`src/rtl/q_sweep_sequencer.sv`:
```
// Steps a Q controller through a setpoint table: apply, wait for convergence or timeout, reset pulse, gap.
// Define Q_SWEEP_CONV_HOLD_EN to require HOLD_CYCLES consecutive converged cycles before an entry passes.
module q_sweep_sequencer #(
    parameter int BUS_WIDTH      = 10,
    parameter int DEPTH          = 4,
    parameter int TIMEOUT_CYCLES = 50000,
    parameter int RST_CYCLES     = 5,
    parameter int HOLD_CYCLES    = 4
) (
    input  logic                     clk,
    input  logic                     rst,
    input  logic                     enable,
    input  logic                     start,
    input  logic                     converged,
    input  logic                     cfg_we,
    input  logic [$clog2(DEPTH)-1:0] cfg_addr,
    input  logic [BUS_WIDTH-1:0]     cfg_data,
    output logic [BUS_WIDTH-1:0]     q_desired,
    output logic                     ctrl_rst,
    output logic                     busy,
    output logic                     done,
    output logic [$clog2(DEPTH)-1:0] idx,
    output logic [DEPTH-1:0]         pass_mask
);

    localparam int AW  = $clog2(DEPTH);
    localparam int WCW = $clog2(TIMEOUT_CYCLES + 1);
    localparam int RCW = $clog2(RST_CYCLES + 1);

    localparam logic [AW-1:0]  IDX_LAST  = AW'(DEPTH - 1);
    localparam logic [WCW-1:0] WAIT_LAST = WCW'(TIMEOUT_CYCLES - 1);
    localparam logic [RCW-1:0] RST_LAST  = RCW'(RST_CYCLES - 1);

    typedef enum logic [2:0] {
        IDLE,
        APPLY,
        WAIT,
        RPULSE,
        GAP,
        DONE
    } state_t;

    state_t                state_q;
    logic [BUS_WIDTH-1:0]  table_q [DEPTH];
    logic [BUS_WIDTH-1:0]  q_desired_q;
    logic                  ctrl_rst_q;
    logic                  busy_q;
    logic                  done_q;
    logic [AW-1:0]         idx_q;
    logic [AW-1:0]         idx_d;
    logic [DEPTH-1:0]      pass_mask_q;
    logic [WCW-1:0]        wait_cnt_q;
    logic [WCW-1:0]        wait_cnt_d;
    logic [RCW-1:0]        rst_cnt_q;
    logic [RCW-1:0]        rst_cnt_d;
    logic                  conv_qual;

    always_comb begin
        wait_cnt_d = wait_cnt_q + 1'b1;
        rst_cnt_d  = rst_cnt_q + 1'b1;
        idx_d      = idx_q + 1'b1;
    end

`ifdef Q_SWEEP_CONV_HOLD_EN
    localparam int HCW = $clog2(HOLD_CYCLES + 1);
    localparam logic [HCW-1:0] HOLD_LAST = HCW'(HOLD_CYCLES - 1);

    logic [HCW-1:0] hold_cnt_q;

    assign conv_qual = converged && (hold_cnt_q == HOLD_LAST);

    // Counts the current run of converged=1 inside WAIT; any gap restarts it.
    always_ff @(posedge clk or posedge rst) begin
        if (rst) begin
            hold_cnt_q <= '0;
        end else if (state_q != WAIT || !converged || !enable) begin
            hold_cnt_q <= '0;
        end else if (!conv_qual) begin
            hold_cnt_q <= hold_cnt_q + 1'b1;
        end
    end
`else
    logic unused_hold_cfg;

    assign conv_qual       = converged;
    assign unused_hold_cfg = (HOLD_CYCLES == 0);
`endif

    // Table is frozen for the whole sweep so a setpoint cannot change under the controller.
    always_ff @(posedge clk or posedge rst) begin
        if (rst) begin
            for (int i = 0; i < DEPTH; i++) begin
                table_q[i] <= '0;
            end
        end else if (cfg_we && !busy_q && (int'(cfg_addr) < DEPTH)) begin
            table_q[cfg_addr] <= cfg_data;
        end
    end

    always_ff @(posedge clk or posedge rst) begin
        if (rst) begin
            state_q     <= IDLE;
            q_desired_q <= '0;
            ctrl_rst_q  <= 1'b0;
            busy_q      <= 1'b0;
            done_q      <= 1'b0;
            idx_q       <= '0;
            pass_mask_q <= '0;
            wait_cnt_q  <= '0;
            rst_cnt_q   <= '0;
        end else if (state_q != IDLE && !enable) begin
            state_q    <= IDLE;
            ctrl_rst_q <= 1'b0;
            busy_q     <= 1'b0;
            done_q     <= 1'b0;
            wait_cnt_q <= '0;
            rst_cnt_q  <= '0;
        end else begin
            case (state_q)
                IDLE: begin
                    if (start && enable) begin
                        state_q     <= APPLY;
                        busy_q      <= 1'b1;
                        idx_q       <= '0;
                        pass_mask_q <= '0;
                    end
                end
                APPLY: begin
                    q_desired_q <= table_q[idx_q];
                    wait_cnt_q  <= '0;
                    state_q     <= WAIT;
                end
                WAIT: begin
                    wait_cnt_q <= wait_cnt_d;
                    if (conv_qual) begin
                        pass_mask_q[idx_q] <= 1'b1;
                        state_q            <= RPULSE;
                        ctrl_rst_q         <= 1'b1;
                        rst_cnt_q          <= '0;
                    end else if (wait_cnt_q == WAIT_LAST) begin
                        state_q    <= RPULSE;
                        ctrl_rst_q <= 1'b1;
                        rst_cnt_q  <= '0;
                    end
                end
                RPULSE: begin
                    if (rst_cnt_q == RST_LAST) begin
                        state_q    <= GAP;
                        ctrl_rst_q <= 1'b0;
                        rst_cnt_q  <= '0;
                    end else begin
                        rst_cnt_q <= rst_cnt_d;
                    end
                end
                GAP: begin
                    if (rst_cnt_q == RST_LAST) begin
                        rst_cnt_q <= '0;
                        if (idx_q == IDX_LAST) begin
                            state_q <= DONE;
                            done_q  <= 1'b1;
                        end else begin
                            idx_q   <= idx_d;
                            state_q <= APPLY;
                        end
                    end else begin
                        rst_cnt_q <= rst_cnt_d;
                    end
                end
                DONE: begin
                    state_q <= IDLE;
                    done_q  <= 1'b0;
                    busy_q  <= 1'b0;
                end
                default: begin
                    state_q    <= IDLE;
                    ctrl_rst_q <= 1'b0;
                    busy_q     <= 1'b0;
                    done_q     <= 1'b0;
                end
            endcase
        end
    end

    assign q_desired = q_desired_q;
    assign ctrl_rst  = ctrl_rst_q;
    assign busy      = busy_q;
    assign done      = done_q;
    assign idx       = idx_q;
    assign pass_mask = pass_mask_q;

endmodule

```
`config.mk`:
```
export PLATFORM = sky130hd
export DESIGN_NAME = q_sweep_sequencer
export DESIGN_NICKNAME = d
export VERILOG_FILES = /design/src/rtl/q_sweep_sequencer.sv
export SDC_FILE = /design/constraint.sdc
export NUM_CORES = 1
export LEC_CHECK = 0
export CAP_MARGIN = 20
export CORE_MARGIN = 1.5
export CORE_UTILIZATION = 57
export DETAILED_ROUTE_END_ITERATION = 8
export HOLD_SLACK_MARGIN = 0.08
export PLACE_DENSITY = 0.77
export SYNTH_ARGS = -nofsm -noshare
export SYNTH_HDL_FRONTEND = slang
export SYNTH_SLANG_ARGS = --single-unit
```
`constraint.sdc`:
```
create_clock -name clk -period 3.2 [get_ports clk]
set_input_delay 0.64 -clock clk [delete_from_list [all_inputs] [get_ports clk]]
set_output_delay 0.64 -clock clk [all_outputs]
set_load 0.005 [all_outputs]
```
=== After elaboration in Yosys (flattened, before gate mapping) ===
Cells that the tools add are included.

* Add/sub/neg operators: 3
* Magnitude comparators: 5
* Equality and inequality tests: 20
* Muxes and demuxes: 42
* Bitwise gates (word level): 4
* Reductions and logical operators: 25

{| class="wikitable"
|+ Operators by type and width
! kind !! number
|-
| bitwise mux 40 bit || 1
|-
| two-way mux 3 bit || 11
|-
| one-hot mux 16 bit (2 select lines) || 1
|-
| two-way mux 10 bit || 3
|-
| binary-select mux 10 bit (select 2 bit) || 1
|-
| demux 10 bit (select 2 bit) || 1
|-
| adder 16 x 1 -> 16 bit (second input constant) || 1
|-
| equality test 16 bit (second input constant) || 1
|-
| two-way mux 16 bit || 1
|-
| one-hot mux 3 bit (5 select lines) || 1
|-
| != test 3 bit (second input constant) || 4
|-
| OR reduction 4 bit || 3
|-
| two-way mux 1 bit || 10
|-
| equality test 3 bit (second input constant) || 3
|-
| nonzero test 3 bit || 3
|-
| two-way mux 4 bit || 2
|-
| != test 2 bit (second input constant) || 4
|-
| one-hot mux 4 bit (2 select lines) || 1
|-
| AND reduction 4 bit || 2
|-
| equality test 3 x 2 -> 1 bit (second input constant) || 2
|-
| >= comparator 3 bit (second input constant) || 2
|-
| two-way mux 2 bit || 3
|-
| != test 2 x 1 -> 1 bit (second input constant) || 3
|-
| NOT 2 -> 3 bit || 2
|-
| other kinds (23) || 33
|}

* Flip-flop bits (word level): 81
* Bits of input ports: 18
* Output and inout bits: 19
* Logic and storage cells: 112

=== Logic depth before layout (Yosys ltp) ===
Gate-level depths: netlist of run 1.

* Depth in word-level cells: 7
* Mapped depth: 7
* Gate-level depth less buffers: 6

=== Worst setup path before layout of run 1 ===
Ideal clock, no wire load.

* Path kind: register -> register
* Start point: register idx_q[0], in the netlist idx[0]
* End point: register q_desired_q[4], in the netlist q_desired[4]
* Library setup time: 0.125 ns
* Arrival time: 1.594 ns
* Data required time: 3.075 ns
* Slack: 1.482 ns
* Stages on the path, launching flop included: 5
* Buffers on the path: 2
* Clock period less this slack: 1.718 ns
* Cells stage by stage: dfrtp_1 -> buf_2 -> buf_2 -> mux4_2 -> mux2_2

* Word-level cells in the longest chain between the ends: 4

{| class="wikitable"
|+ Ends and longest elaborated chain
! element !! RTL line !! source
|-
| from (decl) || 49 || <nowiki>logic [AW-1:0] idx_q;</nowiki>
|-
| from (signal assigned) || 162 || <nowiki>idx_q <= idx_d;</nowiki>
|-
| NOT 2 -> 3 bit (not written as such) || 129 || <nowiki>q_desired_q <= table_q[idx_q];</nowiki>
|-
| binary-select mux 10 bit (select 2 bit) || 129 ||
|-
| two-way mux 10 bit (not written as such) (2 in series) || 129 ||
|-
| to (signal assigned) || 129 ||
|-
| to (decl) || 45 || <nowiki>logic [BUS_WIDTH-1:0] q_desired_q;</nowiki>
|}

Every way passes these cells. The select of a mux whose other input is x is not followed.
A chain may end at the register's enable or synchronous reset.

=== Final worst setup path of run 1 ===
* Start point: register state_q[1]
* End point: register wait_cnt_q[6]

* Word-level cells in the longest chain between the ends: 3
* Elaborated cells between the ends (all ways): 7
* Those cells by class: eq/ne: 2; mux: 2; reduce/logical: 3

{| class="wikitable"
|+ Ends and longest elaborated chain
! element !! RTL line !! source
|-
| from (decl) || 43 || <nowiki>state_t state_q;</nowiki>
|-
| from (signal assigned) || 102 || <nowiki>state_q <= IDLE;</nowiki>
|-
| from (signal assigned) || 112 || <nowiki>state_q <= IDLE;</nowiki>
|-
| from (signal assigned) || 122 || <nowiki>state_q <= APPLY;</nowiki>
|-
| equality test 3 x 2 -> 1 bit, or another cell as far along || 119 || <nowiki>case (state_q)</nowiki>
|-
| one-hot mux 16 bit (2 select lines) or logical AND 1 bit (tied branches) || 119, 111 ||
|-
| two-way mux 16 bit or nonzero test 3 bit (tied branches) || n/a ||
|-
| to (signal assigned) || 134 || <nowiki>wait_cnt_q <= wait_cnt_d;</nowiki>
|-
| to (decl) || 52 || <nowiki>logic [WCW-1:0] wait_cnt_q;</nowiki>
|}

Several ways; a longest one is shown, not always the timed one.

==> results of run 1 <==
[layout make-up]
cell class,instances,area (µm²),share of cell area
Sequential cell,81,2030,0.434
Multi-Input combinational cell,223,1870,0.401
Timing Repair Buffer,45,440,0.0944
Clock buffer,9,124,0.0265
Tap cell,96,120,0.0257
Clock inverter,7,55.1,0.0118
Inverter,8,31.3,0.00670
[kinds of logic (layout without fill, tap and decap cells)]
group / count (synthesis) / after routing / synth area share
compound gates: 63 / 63 / 0.101
simple gates: 90 / 90 / 0.135
fa+ha+maj: 7 / 7 / 0.0218
flops: 81 / 81 / 0.506
buf+inv: 28 / 69 / 0.0328
xor+xnor: 1 / 1 / 0.00219
mux: 62 / 62 / 0.202
[state kept, by name (all words and copies together) (netlist names), 2 cells and up]
name	flops
wait_cnt_q	16
idx	2
rst_cnt_q	3
q_desired	10
pass_mask	4
state_q	3
table_q	40
[power breakdown]
group	internal (mW)	total, mW	switching [mW]
Combinational	0.481	0.716	0.235
Clock	0.289	0.682	0.394
Sequential	1.33	1.51	0.179
[per-layer routing]
metal / part of all wire / GRT usage / wire length, µm / vias up
met5: 0 / 0 / 0 / -
met4: 0.0078 / 0.0894 / 63 / 0
met1: 0.46 / 0.328 / 3660 / 1455
li1: - / - / - / 1314
met2: 0.50 / 0.388 / 4040 / 65
met3: 0.034 / 0.0427 / 276 / 6
[synthesized netlist by cell type (all sizes together), types with 3 or more instances]
master	count	area share
dfrtp	81	0.51
mux2	51	0.14
o21ai	24	0.030
nand2	22	0.021
buf	14	0.020
nor2	13	0.012
nand3	12	0.016
mux4	10	0.056
inv	8	0.0075
a21oi	7	0.0087
ha	7	0.022
clkbuf	6	0.0056
o211ai	5	0.0094
a22o	4	0.0087
a31oi	4	0.0062
and2	4	0.0069
and3	4	0.0062
and4	4	0.0087
nor4	4	0.010
nor4bb	4	0.010
o22ai	4	0.0062
nand3b	3	0.0056
nand4	3	0.0047
nor3	3	0.0037
o21a	3	0.0056
o31ai	3	0.0056
or4	3	0.0056
[stage by stage]
step	setup WS, ns	instances	power [mW]	area, µm²	utilization
2_1_floorplan	0.480	332	1.94	4010	-
3_3_place_gp	0.618	453	2.20	4490	0.661
3_5_place_dp	0.612	453	2.25	4490	0.661
4_1_cts	0.952	469	2.94	4670	0.687
5_1_grt	0.675	469	3.10	4670	0.687
6_report	0.937	469	2.91	4670	0.687
[worst max path at each step]
stage                                 startpoint                        end  cells past startpoint
final                     state_q[1]$_DFFE_PP0P_  wait_cnt_q[6]$_DFFE_PP0P_                      4
after global routing      state_q[1]$_DFFE_PP0P_  wait_cnt_q[6]$_DFFE_PP0P_                      4
after CTS                 state_q[1]$_DFFE_PP0P_  wait_cnt_q[6]$_DFFE_PP0P_                      4
after detailed placement                  enable  wait_cnt_q[6]$_DFFE_PP0P_                      5
after global placement                    enable  wait_cnt_q[6]$_DFFE_PP0P_                      5
after floorplan                              rst           busy$_DFFE_PP0P_                      1
==> impl_metrics.yaml, run 1 <==
route:
  vias: 2840
  drc_errors: 0
  drt-wirelength-per-cell_um: 17.1
  wl_um: 8040
  drtIter0Drc: 123
  viasPerCell: 6.06
  ant_nets: 0
  drt_pass1_iterations: 4
layout:
  n_antenna_cell: 0
  drive_gt1_frac: 0.257
  layout_commonest_cell: "dfrtp_1"
  fin_nets: 393
  final_cell_mix: "dfrtp_1, mux2_2, clkdlybuf4s50_1"
  area_growth_pct: 16.4
  n_fill_cell: 501
die:
  die_y_um: 86.9
  die_w_um: 86.9
  core-area_mm2: 0.00679
  io_pins: 37
  die-area_mm2: 0.00755
  rows: 30
  start_util: 0.590
critical_path:
  reg2reg_from: "state_q[1]$_DFFE_PP0P_"
  worstPathRequired_ns: 3.47
  path_class: "register to register"
  critPathLaunchType: "register"
  rrSetupSlack_ns: 0.94
  cp_max_fo: 22
  endpoint_kind: "register"
  cp_top_family: "compound AO/OA/AOI/OAI gates"
  reg2reg_depth: 4
  slowest_stage: "o21ai_1"
  path_cells: "a21oi_1 -> o21ai_1 -> o21ai_0 -> a21oi_1"
  slowest_delay_ns: 0.85
  r2r-end: "wait_cnt_q[6]$_DFFE_PP0P_"
  arrival_ns: 2.53
  path_buf_inv: 0
  cp_common_cell: "a21oi_1"
logic_synthesis:
  ys_ff_latch: 81
  synth_edf_count: 0
  syn-cell-area_mm2: 0.00401
  async_flop_share: 1.00
  syn_avg_cell_area_um2: 12.1
  ys_seq_area_frac: 0.506
  yosys_warnings: 0
  synth_nets: 357
  yosysUniqueCellTypes: 51
  ys.flop_type: "dfrtp_1"
  syn_inst: 332
pwr:
  peakVddDrop_uv: 513
  power.density_mw_per_mm2: 623
  leakage_nw: 1.91
clocking:
  cts_sinks: 81
  post_cts_buffers: 0
  post_cts_resized: 0
  hold_buffers: 0
  htreeDepth: 3
  clock-root-buffer: "clkbuf_8"
  clockBufferDepth: 2
  cts.reportedPaths.clkPinSlew_ns: 0.09
  clkLatencyLatePin_ns: 0.34
  tritoncts: "built"
  cts-buffers-inserted: 9
hold_path:
  worstHoldPathType: "register to register"
  hold_depth: 1
  min_from: "done$_DFFE_PP0P_"
  min_to: "done$_DFFE_PP0P_"
placed_design:
  dp_hpwl_um: 5460
  gp_congestion: 0.798
  io_buffers: 36
flow_run:
  maxCapViolCount: 0
outcome:
  outcome: "finished, final reports clean"
timing:
  holdWs_ns: 0.493
  drv_slew: 0
  timing.final.hold_violations: 0
  max_slew.worst_pin.slew_ns: 1.06
  slew_headroom: 0.290
  finalSetupViolCount: 0
  fin_skew_ns: 0.00728
  fin_crit_sh: 0.707
  clock.fmax_mhz: 442
  layout_min_cycle_time_ns: 2.26
  rsz0062_at_grt: "no"
  setup_tns_ns: 0
global_routing:
  antenna_found_initial: 0
  track_usage: 0.240
  grt_start_max_net_pins: 43
  grt_overflow: 0
  grt_pass1_wl_um: 13900
  grt_pass1_vias: 2869
Power figures use the tool's default switching activity.
==> inputs of run 2 (changes only) <==
Clock period 3.2 ns to 2.3 ns, I/O delays scaled along.
==> impl_metrics.yaml, run 2 (same netlist as run 1, synthesis figures left out) <==
clocking:
  clockBufferDepth: 2
  clkLatencyLatePin_ns: 0.36
  hold_buffers: 0
  post_cts_resized: 0
  tritoncts: "built"
  cts-buffers-inserted: 9
  post_cts_buffers: 0
  clock-root-buffer: "clkbuf_8"
  cts.reportedPaths.clkPinSlew_ns: 0.09
  htreeDepth: 3
  cts_sinks: 81
layout:
  stdcell_area_mm2: 0.00477
  area_growth_pct: 19.0
  final_cell_mix: "dfrtp_1, mux2_2, clkdlybuf4s50_1"
  n_fill_cell: 489
  finalNonFillerCells: 478
  multiInputGateArea_mm2: 0.00187
  layout_commonest_cell: "dfrtp_1"
  seqCellArea_mm2: 0.00203
  largest_reg_flops: 40
  drive_gt1_frac: 0.275
  fin_nets: 402
  regMostFlops: "table_q"
  n_antenna_cell: 0
route:
  wl_um: 8170
  vias: 2878
  drt_pass1_iterations: 4
  viasPerCell: 6.02
  ant_nets: 0
  drt-wirelength-per-cell_um: 17.1
  drc_errors: 0
  drtIter0Drc: 167
die:
  start_util: 0.590
  io_pins: 37
  die_y_um: 86.9
  rows: 30
  die_w_um: 86.9
  core-area_mm2: 0.00679
  die-area_mm2: 0.00755
timing:
  drv_slew: 0
  clock.fmax_mhz: 498
  setup_tns_ns: 0
  max_slew.worst_pin.slew_ns: 0.438
  layout_min_cycle_time_ns: 2.01
  fin_skew_ns: 0.0121
  fin_crit_sh: 0.873
  finalSetupViolCount: 0
  slew_headroom: 0.707
  rsz0062_at_grt: "no"
  timing.final.hold_violations: 0
pwr:
  power.density_mw_per_mm2: 866
  power.share.clock: 0.241
  power.internal_mw: 2.98
  peakVddDrop_uv: 541
  switching_power_mw: 1.16
  p_comb_frac: 0.246
  power_frac_seq: 0.513
  swShare: 0.280
  leakage_nw: 1.96
critical_path:
  cp_top_family: "flip-flops"
  slowest_delay_ns: 0.61
  reg2reg_from: "state_q[0]$_DFFE_PP0P_"
  critPathLaunchType: "register"
  path_cells: "clkdlybuf4s50_1"
  crit_path_start: "idx[0]$_DFFE_PP0P_"
  endpoint_kind: "output pin"
  cp_max_fo: 8
  worstPathRequired_ns: 1.84
  arrival_ns: 1.55
  path_buf_inv: 1
  rrSetupSlack_ns: 0.52
  path_class: "register to output pin"
  slowest_stage: "dfrtp_1"
global_routing:
  grt_busiest_layer: "met2"
  grt_pass1_wl_um: 14000
  grtUsageMet2: 0.388
  gr-usage-met1: 0.340
  track_usage: 0.243
  grt_util_met3: 0.0455
  grt_pass1_vias: 2784
  grt_overflow: 0
  antenna_found_initial: 0
  grt_start_max_net_pins: 82
flow_run:
  maxCapViolCount: 0
placed_design:
  gp_congestion: 0.827
  place_inst: 462
  place_area_mm2: 0.00458
  dp_hpwl_um: 5540
  io_buffers: 36
outcome:
  outcome: "finished, final reports clean"
hold_path:
  worstHoldPathType: "register to register"
  min_from: "table_q[9]$_DFFE_PP0P_"
[run 2: changes by cell type in the layout (fill, tap and decap cells not counted), sizes merged]
| cell | before | now |
|---|---|---|
| clkinv | 4 | 2 |
| clkbuf | 9 | 10 |
| inv | 9 | 10 |
| buf | 9 | 18 |
[run 2: final cells by class]
cell class,instances,share of cell area
sequential,81,0.425
multi-input combinational,223,0.392
timing repair buffer,54,0.112
clock buffer,10,0.0288
tap,96,0.0252
clock inverter,6,0.0105
inverter,8,0.00708
[run 2: routing by layer]
layer | wire length, µm | up-vias | part of all wire
li1 | - | 1335 | -
met1 | 3810 | 1460 | 0.47
met2 | 3950 | 73 | 0.48
met3 | 323 | 10 | 0.040
met4 | 92 | 0 | 0.011
met5 | 0 | - | 0
[run 2: worst paths after layout]
check	to	depth (start not counted)
min in group asynchronous	pass_mask[2]$_DFFE_PP0P_	3
max	idx[0]	1
max reg2reg	q_desired[1]$_DFFE_PP0P_	4
min	table_q[9]$_DFFE_PP0P_	1
min reg2reg	table_q[9]$_DFFE_PP0P_	1
max in group asynchronous	wait_cnt_q[7]$_DFFE_PP0P_	3
[run 2: metrics by stage]
| stage | util | power [mW] | setup slack (ns) | hold slack, ns |
|---|---|---|---|---|
| final | 0.702 | 4.13 | 0.291 | 0.508 |
| after global routing | 0.702 | 4.37 | 0.190 | 0.527 |
| after CTS | 0.702 | 4.17 | 0.254 | 0.514 |
| after detailed placement | 0.675 | 3.17 | 0.212 | 0.491 |
| after global placement | 0.675 | 3.10 | 0.224 | 0.481 |
| after floorplan | - | 2.71 | 0.582 | 0.451 |
[run 2: power by group through the flow]
stage          clock network [mW]  logic [mW]  registers (mW)
5_1_grt                      1.08        1.11            2.17
6_report                    0.997        1.02            2.12
3_3_place_gp                    0       0.985            2.11
3_5_place_dp                    0        1.03            2.14
2_1_floorplan                   0       0.659            2.05
4_1_cts                      1.02        1.03            2.12
